File: src/rtl/tvm_input_conditioner.sv
// rtl/tvm_input_conditioner.sv - coin/key synchronizer, debouncer, event queue and one-hot pulse issuer
module tvm_input_conditioner #(
  parameter int DEB_CYCLES = 4,
  parameter int FIFO_DEPTH = 4,
  parameter int GAP_CYCLES = 1
) (
  input  logic       clkm,
  input  logic       rstm,
  input  logic [7:0] raw_in,
  input  logic       enable,
  input  logic       flush,
  output logic [7:0] data_out,
  output logic [2:0] pending_cnt,
  output logic       overflow
);

  localparam int CW = (DEB_CYCLES > 1) ? $clog2(DEB_CYCLES) : 1;
  localparam int AW = $clog2(FIFO_DEPTH);
  localparam int GW = (GAP_CYCLES > 1) ? $clog2(GAP_CYCLES) : 1;

  typedef enum logic [1:0] {IDLE, PULSE, GAP} state_t;

  logic [7:0]    s1, s;
  logic [CW-1:0] cnt [8];
  logic [7:0]    stable, stable_d, rise;
  logic [7:0]    pend, push_mask;
  logic [2:0]    push_idx;
  logic          push, pop;
  logic [2:0]    mem [FIFO_DEPTH];
  logic [AW:0]   wr_ptr, rd_ptr, count;
  logic          full, empty;
  state_t        state, state_nxt;
  logic [GW-1:0] gap_cnt;
  logic          gap_last;

  // Two-flop synchronizer for the asynchronous acceptor/key lines
  always_ff @(posedge clkm) begin
    if (!rstm) begin
      s1 <= '0;
      s  <= '0;
    end else begin
      s1 <= raw_in;
      s  <= s1;
    end
  end

  // Per-line debounce: state flips only after DEB_CYCLES consecutive disagreeing samples
  always_ff @(posedge clkm) begin
    if (!rstm) begin
      stable <= '0;
      for (int k = 0; k < 8; k++) cnt[k] <= '0;
    end else begin
      for (int k = 0; k < 8; k++) begin
        if (s[k] == stable[k]) begin
          cnt[k] <= '0;
        end else if (cnt[k] == CW'(DEB_CYCLES - 1)) begin
          stable[k] <= ~stable[k];
          cnt[k]    <= '0;
        end else begin
          cnt[k] <= cnt[k] + 1'b1;
        end
      end
    end
  end

  assign rise = stable & ~stable_d;

  // Lowest-index pending line wins the single push slot
  always_comb begin
    push_idx = '0;
    for (int k = 7; k >= 0; k--) begin
      if (pend[k]) push_idx = 3'(k);
    end
  end

  assign count = wr_ptr - rd_ptr;
  assign full  = (count == (AW + 1)'(FIFO_DEPTH));
  assign empty = (count == '0);
  assign push  = (|pend) && (!full || pop) && !flush;
  assign push_mask = push ? (8'd1 << push_idx) : 8'd0;

  // Edge history, pending bits and sticky overflow; a rise on an already pending line is lost
  always_ff @(posedge clkm) begin
    if (!rstm) begin
      stable_d <= '0;
      pend     <= '0;
      overflow <= 1'b0;
    end else begin
      stable_d <= stable;
      if (flush) begin
        pend     <= '0;
        overflow <= 1'b0;
      end else begin
        pend     <= (pend & ~push_mask) | rise;
        overflow <= overflow | (|(rise & pend & ~push_mask));
      end
    end
  end

  // Event queue storage and pointers; push and pop may coincide even when full
  always_ff @(posedge clkm) begin
    if (!rstm) begin
      wr_ptr <= '0;
      rd_ptr <= '0;
      for (int i = 0; i < FIFO_DEPTH; i++) mem[i] <= '0;
    end else if (flush) begin
      wr_ptr <= '0;
      rd_ptr <= '0;
    end else begin
      if (push) begin
        mem[wr_ptr[AW-1:0]] <= push_idx;
        wr_ptr              <= wr_ptr + 1'b1;
      end
      if (pop) rd_ptr <= rd_ptr + 1'b1;
    end
  end

  // Occupancy seen by the FSM host, saturating at 7
  always_comb begin
    pending_cnt = (int'(count) > 7) ? 3'd7 : 3'(count);
  end

  // The last GAP cycle doubles as the IDLE decision point so back-to-back pulses are GAP_CYCLES+1 apart
  always_comb begin
    state_nxt = state;
    gap_last  = (gap_cnt == GW'(GAP_CYCLES - 1));
    pop       = ((state == IDLE) || ((state == GAP) && gap_last)) && !empty && enable && !flush;
    case (state)
      IDLE:    if (pop) state_nxt = PULSE;
      PULSE:   state_nxt = GAP;
      GAP: begin
        if (pop)           state_nxt = PULSE;
        else if (gap_last) state_nxt = IDLE;
      end
      default: state_nxt = IDLE;
    endcase
    if (flush) state_nxt = IDLE;
  end

  // Issue state, gap counter and registered one-hot pulse
  always_ff @(posedge clkm) begin
    if (!rstm) begin
      state    <= IDLE;
      gap_cnt  <= '0;
      data_out <= '0;
    end else begin
      state    <= state_nxt;
      gap_cnt  <= ((state == GAP) && (state_nxt == GAP)) ? gap_cnt + 1'b1 : '0;
      data_out <= pop ? (8'd1 << mem[rd_ptr[AW-1:0]]) : 8'd0;
    end
  end

endmodule
File: config.mk
export PLATFORM = sky130hd
export DESIGN_NAME = tvm_input_conditioner
export DESIGN_NICKNAME = d
export VERILOG_FILES = /design/src/rtl/tvm_input_conditioner.sv
export SDC_FILE = /design/constraint.sdc
export NUM_CORES = 1
export LEC_CHECK = 0
export BUFFER_PORTS_ARGS = -buffer_cell sky130_fd_sc_hd__buf_2
export CORE_ASPECT_RATIO = 1.2
export CORE_MARGIN = 2
export CORE_UTILIZATION = 50
export DETAILED_ROUTE_END_ITERATION = 10
export HOLD_SLACK_MARGIN = 0.15
export PLACE_DENSITY = 0.64
export SYNTH_ARGS = -nofsm -noshare
export SYNTH_HDL_FRONTEND = slang
export SYNTH_SLANG_ARGS = --single-unit
File: constraint.sdc
create_clock -name clkm -period 2.9 [get_ports clkm]
set_input_delay 0.29 -clock clkm [delete_from_list [all_inputs] [get_ports clkm]]
set_output_delay 0.29 -clock clkm [all_outputs]
set_load 0.02 [all_outputs]
==> results.txt, run 1 <==
----------------------------------------------------
[Run status]
  Status ... complete, no violations

[Yosys]
  Area share of and/or/nand/nor cells after synthesis ... 19.3%
  Post-synthesis share of cell area spent on full adders, half adders and majority gates ... 4.47%
  Largest family of logic cells by synthesized area ... simple AND/OR/NAND/NOR gates
  Flops & latches, synth ... 88
  Cells after synthesis ... 308
  Primary FF master, synth ... dfxtp_1
  Sequential cell area fraction in the yosys report ... 57.9%
  Post-synthesis cell type count ... 44
  Average footprint of a synthesized cell ... 11.5 um2
  Total of warnings raised by yosys ... 0
  Area contributors post-synth ... dfxtp_1 (34%), edfxtp_1 (24%), nor2_1 (4.6%)
  Summed instance area of the synthesized netlist ... 0.00353 mm2
  Share of the synthesized area in the top cell type ... 34.1%
  Fraction of the mapped netlist area in compound gates ... 7.48%
  Number of enable flip-flop cells after synthesis ... 28
  Synth async-reset ratio ... 0%
  Fraction of synthesized area in multiplexers ... 4.79%
  Cell type with the highest aggregate area in the netlist ... dfxtp_1
  XOR/XNOR share of the synthesized area ... 3.69%

[Finish]
  Area added between synthesis and finish ... 14.7%
  Number of fill cells in the layout ... 596
  Ant. Diodes ... 0
  Layout cell share with drive strength beyond 1 ... 15.3%
  Net count reported at finish ... 385
  Non-filler instance count after layout ... 453

[Power and ir drop]
  IR drop worst, VDD ... 274 uV
  Power per unit of standard cell area ... 528 mW/mm2
  LEAKAGE ... 1.60 nW

[STA]
  TNS Setup ... 0 ps
  Achievable frequency ... 369 MHz
  Setup repair after global routing missed its margin ... false
  Minimum period implied by the final worst setup slack ... 2710 ps
  Final setup violation count ... 0
  Transition at the pin with the smallest max-transition slack ... 893 ps
  Number of hold-slack violations in the final timing report ... 0
  Worst-case headroom to the max-slew limit ... 40.0%
  Period utilization ... 93.3%
  Max-slew violation total from the final report ... 0
  Skew final ... 12.6 ps

[GRT]
  Global-route wire length before repair ... 10.2 mm
  Overflow left after global routing ... 0
  GRT Resource Usage Total ... 17.6%
  Initial antenna violation count ... 0
  Pin count of the biggest net entering global routing ... 26
  Via count of the first global-routing pass ... 2,279

[Setup path]
  Data arrival, critical path ... 2700 ps
  Critical path peak fanout ... 5
  Data required, critical path ... 2900 ps
  Slowest CP cell ... o21ai_0
  Delay contributed by the slowest stage of the critical path ... 450 ps
  Nature of the critical path startpoint ... flip-flop
  Slack of the worst reg-to-reg path ... 190 ps
  Top cell family by delay on the critical path ... compound AO/OA/AOI/OAI gates
  Cells along the critical path ... inv_1 -> ha_1 -> fa_1 -> xor3_2 -> a31oi_4 -> o21ai_0 -> o21ai_0
  Start-to-end type of the worst setup path ... flip-flop to flip-flop
  Cell mode on critical path ... o21ai_0
  Buffers plus inverters on the worst setup path ... 1
  Endpoint class of the critical path ... flip-flop

[Placement]
  Number of I/O port buffers ... 23
  Final RePlAce weighted congestion ... 0.831
  HPWL after detailed placement ... 4.07 mm
  Total placed cells including tap cells ... 430

[CTS]
  Clock root buffer master ... clkbuf_8
  Source-to-sink clock delay at the later pin of the worst-skew pair ... 350 ps
  TritonCTS clock tree ... yes
  Sinks on Clock Net ... 88
  Num CTS Buffers ... 9
  Maximum root-to-sink buffer count ... 2
  Clock slew seen by the registers of the worst setup and hold paths ... 90 ps
  H-tree levels ... 3

[Drt]
  Vias per cell ... 5.07
  Initial detailed-routing violation count ... 86
  Routed Antenna Nets ... 0
  Drt wl/cell ... 12.7 um
  Detailed-route DRC error count ... 0
  Total wirelength of the detailed-routed design ... 5.77 mm
  DRT Pass-1 Iters ... 4
  Via count ... 2,298

[Floorplanning]
  Die width ... 80.7 um
  Area of the core region ... 0.00685 mm2
  Number of cell rows ... 33
  Ports placed on the boundary ... 24
  Die Footprint ... 0.00774 mm2
  Die Y ... 96.0 um
  Initial cell density of the core ... 51.5%

[Flow run]
  Maximum Capacitance Violations ... 0

[Min path]
  Worst Hold Class ... primary input to flip-flop

----------------------------------------------------
==> flip-flops by register name (all words and copies together) (netlist names), named ones only <==
register and cells:
state 2, rd_ptr 3, s 8, cnt 16, stable_d 8, wr_ptr 3
pend 8, gap_cnt 1, stable 8, data_out 8, s1 8, overflow 1
mem 12
==> per-stage QoR <==
stage	setup WS (ps)	area (um2)	power [W]	util, %	hold WS, ps
detailed placement	217	3800	0.00143	55.5	422
CTS	200	4040	0.00217	59.0	157
floorplan	272	3580	0.00140	-	412
global placement	342	3800	0.00143	55.5	414
global route	2.72	4050	0.00223	59.0	181
finish	193	4050	0.00214	59.0	176
==> worst register-to-register path: stages (launching register included) <==
cell and delay (ps):
dfxtp_1 410, inv_1 120, ha_1 220, fa_1 380
xor3_2 290, a31oi_4 240, o21ai_0 240, o21ai_0 450
==> area by class of cell <==
| class | count | area [um2] | share of cell area [%] |
|---|---|---|---|
| clock buffer | 12 | 145 | 3.59 |
| clock inverter | 4 | 21.3 | 0.526 |
| inverter | 10 | 37.5 | 0.928 |
| multi-input combinational | 217 | 1470 | 36.3 |
| sequential | 88 | 2040 | 50.5 |
| tap | 87 | 109 | 2.69 |
| timing repair buffer | 35 | 223 | 5.50 |
==> where the power goes <==
group          switching (W)  internal, W
Combinational      0.0000553    0.0000439
Clock               0.000395     0.000332
Sequential         0.0000128      0.00130
Total               0.000463      0.00167
==> cell usage after synthesis, types with 2 or more instances <==
library cell,instances
nand3_1,2
or2_2,2
a22oi_1,2
xnor2_1,8
nor3_1,5
xor2_1,4
nand2b_1,8
nor4_1,8
nor2b_1,4
inv_1,10
nor4b_1,8
o31ai_1,5
clkbuf_1,7
dfxtp_1,60
nor2_1,43
ha_1,11
mux4_2,3
a21oi_1,10
o21ai_0,7
or3_4,2
and2_1,25
and4b_1,2
mux2i_1,9
edfxtp_1,28
o21bai_1,3
nand2_1,12
and3b_1,2
conb_1,2
==> placed cells by master (no fill, tap or decap), types with 2 or more instances in the layout <==
master / count
buf_2: 23
nand2b_1: 8
or3_4: 2
a22oi_1: 2
and2_1: 25
nor3_1: 5
buf_4: 5
nor2_1: 43
o31ai_1: 4
or2_2: 2
edfxtp_1: 28
a21oi_1: 10
and4b_1: 2
nand2_1: 12
nor4b_1: 8
nand3_1: 2
inv_1: 10
clkbuf_8: 10
nor2b_1: 4
o21bai_1: 3
dlygate4sd3_1: 7
and3b_1: 2
conb_1: 17
xnor2_1: 8
mux2i_1: 9
dfxtp_1: 60
clkbuf_1: 2
xor2_1: 4
o21ai_0: 7
ha_1: 11
nor4_1: 8
clkinv_2: 3
mux4_2: 3
==> kinds of logic after synthesis <==
| kind of cell | Yosys count |
|---|---|
| AO/OA/AOI/OAI | 37 |
| XOR/XNOR | 13 |
| adder cells (fa/ha/maj) | 12 |
| buffers and inverters | 18 |
| flip-flops | 88 |
| multiplexers | 13 |
| other | 2 |
| AND/OR/NAND/NOR | 125 |
==> timing repair <==
item                                    in CTS  in global routing
resized for setup                            0                  1
hold endpoints to repair                     7                  0
endpoints found under the setup margin       0                  3
hold buffers                                 7                  0
setup buffers                                0                  0
==> worst paths after layout <==
| check | start | endpoint | depth (start not counted) |
|---|---|---|---|
| worst max-delay path | wr_ptr[0]$_SDFFE_PP0P_ | mem[1][2]$_SDFFCE_PN0P_ | 7 |
| worst min-delay path | raw_in[4] | s1[4]$_SDFF_PN0_ | 2 |
| worst max register to register | wr_ptr[0]$_SDFFE_PP0P_ | mem[1][2]$_SDFFCE_PN0P_ | 7 |
| worst min register to register | s1[0]$_SDFF_PN0_ | s[0]$_SDFF_PN0_ | 1 |
==> per-layer routing <==
metal / track usage [%] / part of all wire, % / up-vias / wire length, um
met5: 0 / 0 / - / 0
met4: 9.75 / 2.1 / 0 / 123
met3: 2.81 / 2.6 / 10 / 150
met2: 30.7 / 50 / 35 / 2890
met1: 20.5 / 45 / 1076 / 2600
li1: - / - / 1177 / -
Power figures use the tool's default switching activity.
==> run 2, diff against run 1 <==
==> constraint.sdc (replaced) <==
create_clock -name clkm -period 2.9 [get_ports clkm]
set_input_delay 0.725 -clock clkm [delete_from_list [all_inputs] [get_ports clkm]]
set_output_delay 0.725 -clock clkm [all_outputs]
set_load 0.02 [all_outputs]
==> run 2 against run 1 <==
Routed wire length down 2.2%; clock power is 2% higher; clock skew decreased by 6.8 ps; worst setup slack improved by 39 ps; worst hold slack better by 260 ps; critical path type unchanged.
==> results.txt, run 2 (synthesized netlist as in run 1, its figures left out) <==
----------------------------------------------------
[Floorplanning]
  Area of the core region ... 0.00685 mm2
  Initial cell density of the core ... 51.5%
  Ports placed on the boundary ... 24
  Number of cell rows ... 33
  Die Footprint ... 0.00774 mm2
  Die Y ... 96.0 um
  Die width ... 80.7 um

[Finish]
  Number of fill cells in the layout ... 608
  Top flop regs ... cnt: 16 flops, mem: 12 flops
  Net count reported at finish ... 377
  Most used cells in the layout excluding fill and tap cells ... dfxtp_1 (60), nor2_1 (43), edfxtp_1 (28)
  Number of flip-flops in the largest register ... 16
  Register with the most flip-flops ... cnt
  Most common library cell in the layout ignoring fill and taps ... dfxtp_1
  Layout cell share with drive strength beyond 1 ... 14.8%
  Share of the core filled with cells in the final layout ... 58.0%
  Area added between synthesis and finish ... 12.6%
  Ant. Diodes ... 0

[Drt]
  Via count ... 2,249
  Routed Antenna Nets ... 0
  Drt wl/cell ... 12.7 um
  Detailed-route DRC error count ... 0
  Initial detailed-routing violation count ... 94
  Total wirelength of the detailed-routed design ... 5.64 mm
  DRT Pass-1 Iters ... 4
  Vias per cell ... 5.05

[Setup path]
  Start-to-end type of the worst setup path ... flip-flop to flip-flop
  Nature of the critical path startpoint ... flip-flop
  Critical path peak fanout ... 5
  Data arrival, critical path ... 2660 ps
  First element of the critical path ... wr_ptr[0]$_SDFFE_PP0P_
  Endpoint class of the critical path ... flip-flop
  Slack of the worst reg-to-reg path ... 230 ps
  Data required, critical path ... 2900 ps
  Startpoint of the lowest-slack register-to-register path ... wr_ptr[0]$_SDFFE_PP0P_
  Worst r2r path cells ... 7
  Capture instance of the worst register-to-register path ... mem[3][0]$_DFFE_PP_
  Critical path destination ... mem[3][0]$_DFFE_PP_

[GRT]
  Met3 Usage GRT ... 3.38%
  Global-route wire length before repair ... 9.72 mm
  Busiest layer in global routing ... met2
  Overflow left after global routing ... 0
  Via count of the first global-routing pass ... 2,136
  Pin count of the biggest net entering global routing ... 22
  Fraction of met1 tracks used by global routing ... 19.8%
  GRT Resource Usage Total ... 16.7%
  Initial antenna violation count ... 0
  M2 GR Usage ... 29.0%

[Run status]
  Status ... complete, no violations

[CTS]
  Quantity of hold-fixing buffers added after cts ... 0
  Source-to-sink clock delay at the later pin of the worst-skew pair ... 340 ps
  TritonCTS clock tree ... yes
  Clock slew seen by the registers of the worst setup and hold paths ... 80 ps
  Post_cts resized ... 0
  Maximum root-to-sink buffer count ... 2
  Setup fix buffers added after clock tree synthesis ... 0
  Num CTS Buffers ... 9
  Sinks on Clock Net ... 88
  Clock root buffer master ... clkbuf_8
  H-tree levels ... 3

[STA]
  Skew final ... 5.85 ps
  Period utilization ... 92.0%
  Setup repair after global routing missed its margin ... false
  TNS Setup ... 0 ps
  Number of hold-slack violations in the final timing report ... 0
  Worst-case headroom to the max-slew limit ... 39.3%
  Transition at the pin with the smallest max-transition slack ... 904 ps
  Minimum period implied by the final worst setup slack ... 2670 ps
  Achievable frequency ... 375 MHz
  Max-slew violation total from the final report ... 0
  Final setup violation count ... 0

[Power and ir drop]
  IR drop worst, VDD ... 281 uV
  Combinational group share of total power ... 4.2%
  Sw Ratio ... 21.2%
  Register share of total power ... 61.1%
  Power per unit of standard cell area ... 540 mW/mm2
  LEAKAGE ... 1.56 nW
  Internal power contribution ... 0.00169 W
  Clock group share of total power ... 34.7%
  Net switching power figure ... 0.000455 W

[Min path]
  Worst hold stages ... 1
  Min-Delay Startpoint ... s1[0]$_SDFF_PN0_
  Worst Hold Class ... flip-flop to flip-flop

[Placement]
  HPWL after detailed placement ... 4.04 mm
  Number of I/O port buffers ... 23
  Final RePlAce weighted congestion ... 0.809

[Flow run]
  Maximum Capacitance Violations ... 0

----------------------------------------------------
run 2: cell count changes in the layout (fill, tap and decap cells not counted), sizes merged:
cell         delta
clkinvlp        +1
clkbuf          +1
buf             -1
dlygate4sd3     -7
inv             -1
clkinv          -1
run 2: per-layer routing:
layer | part of all wire, % | up-vias
li1 | - | 1163
met1 | 46 | 1051
met2 | 50 | 24
met3 | 2.2 | 11
met4 | 2.0 | 0
met5 | 0 | -
run 2: final cells by class:
cell class	instances	area, um2	area share [%]
Sequential cell	88	2040	51.4
Multi-Input combinational cell	217	1460	36.9
Clock buffer	13	159	4.00
Timing Repair Buffer	27	145	3.65
Tap cell	87	109	2.74
Inverter	10	37.5	0.945
Clock inverter	3	16.3	0.409
run 2: worst min path at each step:
stage | to | slack [ps]
floorplan | s[0]$_SDFF_PN0_ | 410
global placement | s[6]$_SDFF_PN0_ | 410
detailed placement | s[5]$_SDFF_PN0_ | 420
CTS | s[0]$_SDFF_PN0_ | 440
global route | s[0]$_SDFF_PN0_ | 450
finish | s[0]$_SDFF_PN0_ | 440
run 2: worst max-delay path, cell delays in order (launching register included):
cell	delay, ps
dfxtp_1	400
inv_1	110
ha_1	220
fa_1	380
xor3_2	290
a31oi_4	240
o21ai_0	230
o31ai_1	460
run 2: power by group through the flow:
stage          clock network, W  logic [W]  registers, W
3_5_place_dp                  0  0.0000909       0.00134
6_report               0.000744  0.0000903       0.00131
3_3_place_gp                  0  0.0000886       0.00134
4_1_cts                0.000766  0.0000911       0.00131
5_1_grt                0.000815   0.000104       0.00132
2_1_floorplan                 0  0.0000666       0.00134
run 2: stage by stage:
step	power, W	instance area [um2]	hold slack, ps	std cells	setup slack [ps]
final	0.00215	3970	438	445	233
after global routing	0.00223	3970	450	445	27.2
after detailed placement	0.00143	3800	420	429	236
after CTS	0.00217	3970	441	445	229
after global placement	0.00143	3800	414	429	333
after floorplan	0.00140	3580	412	323	272
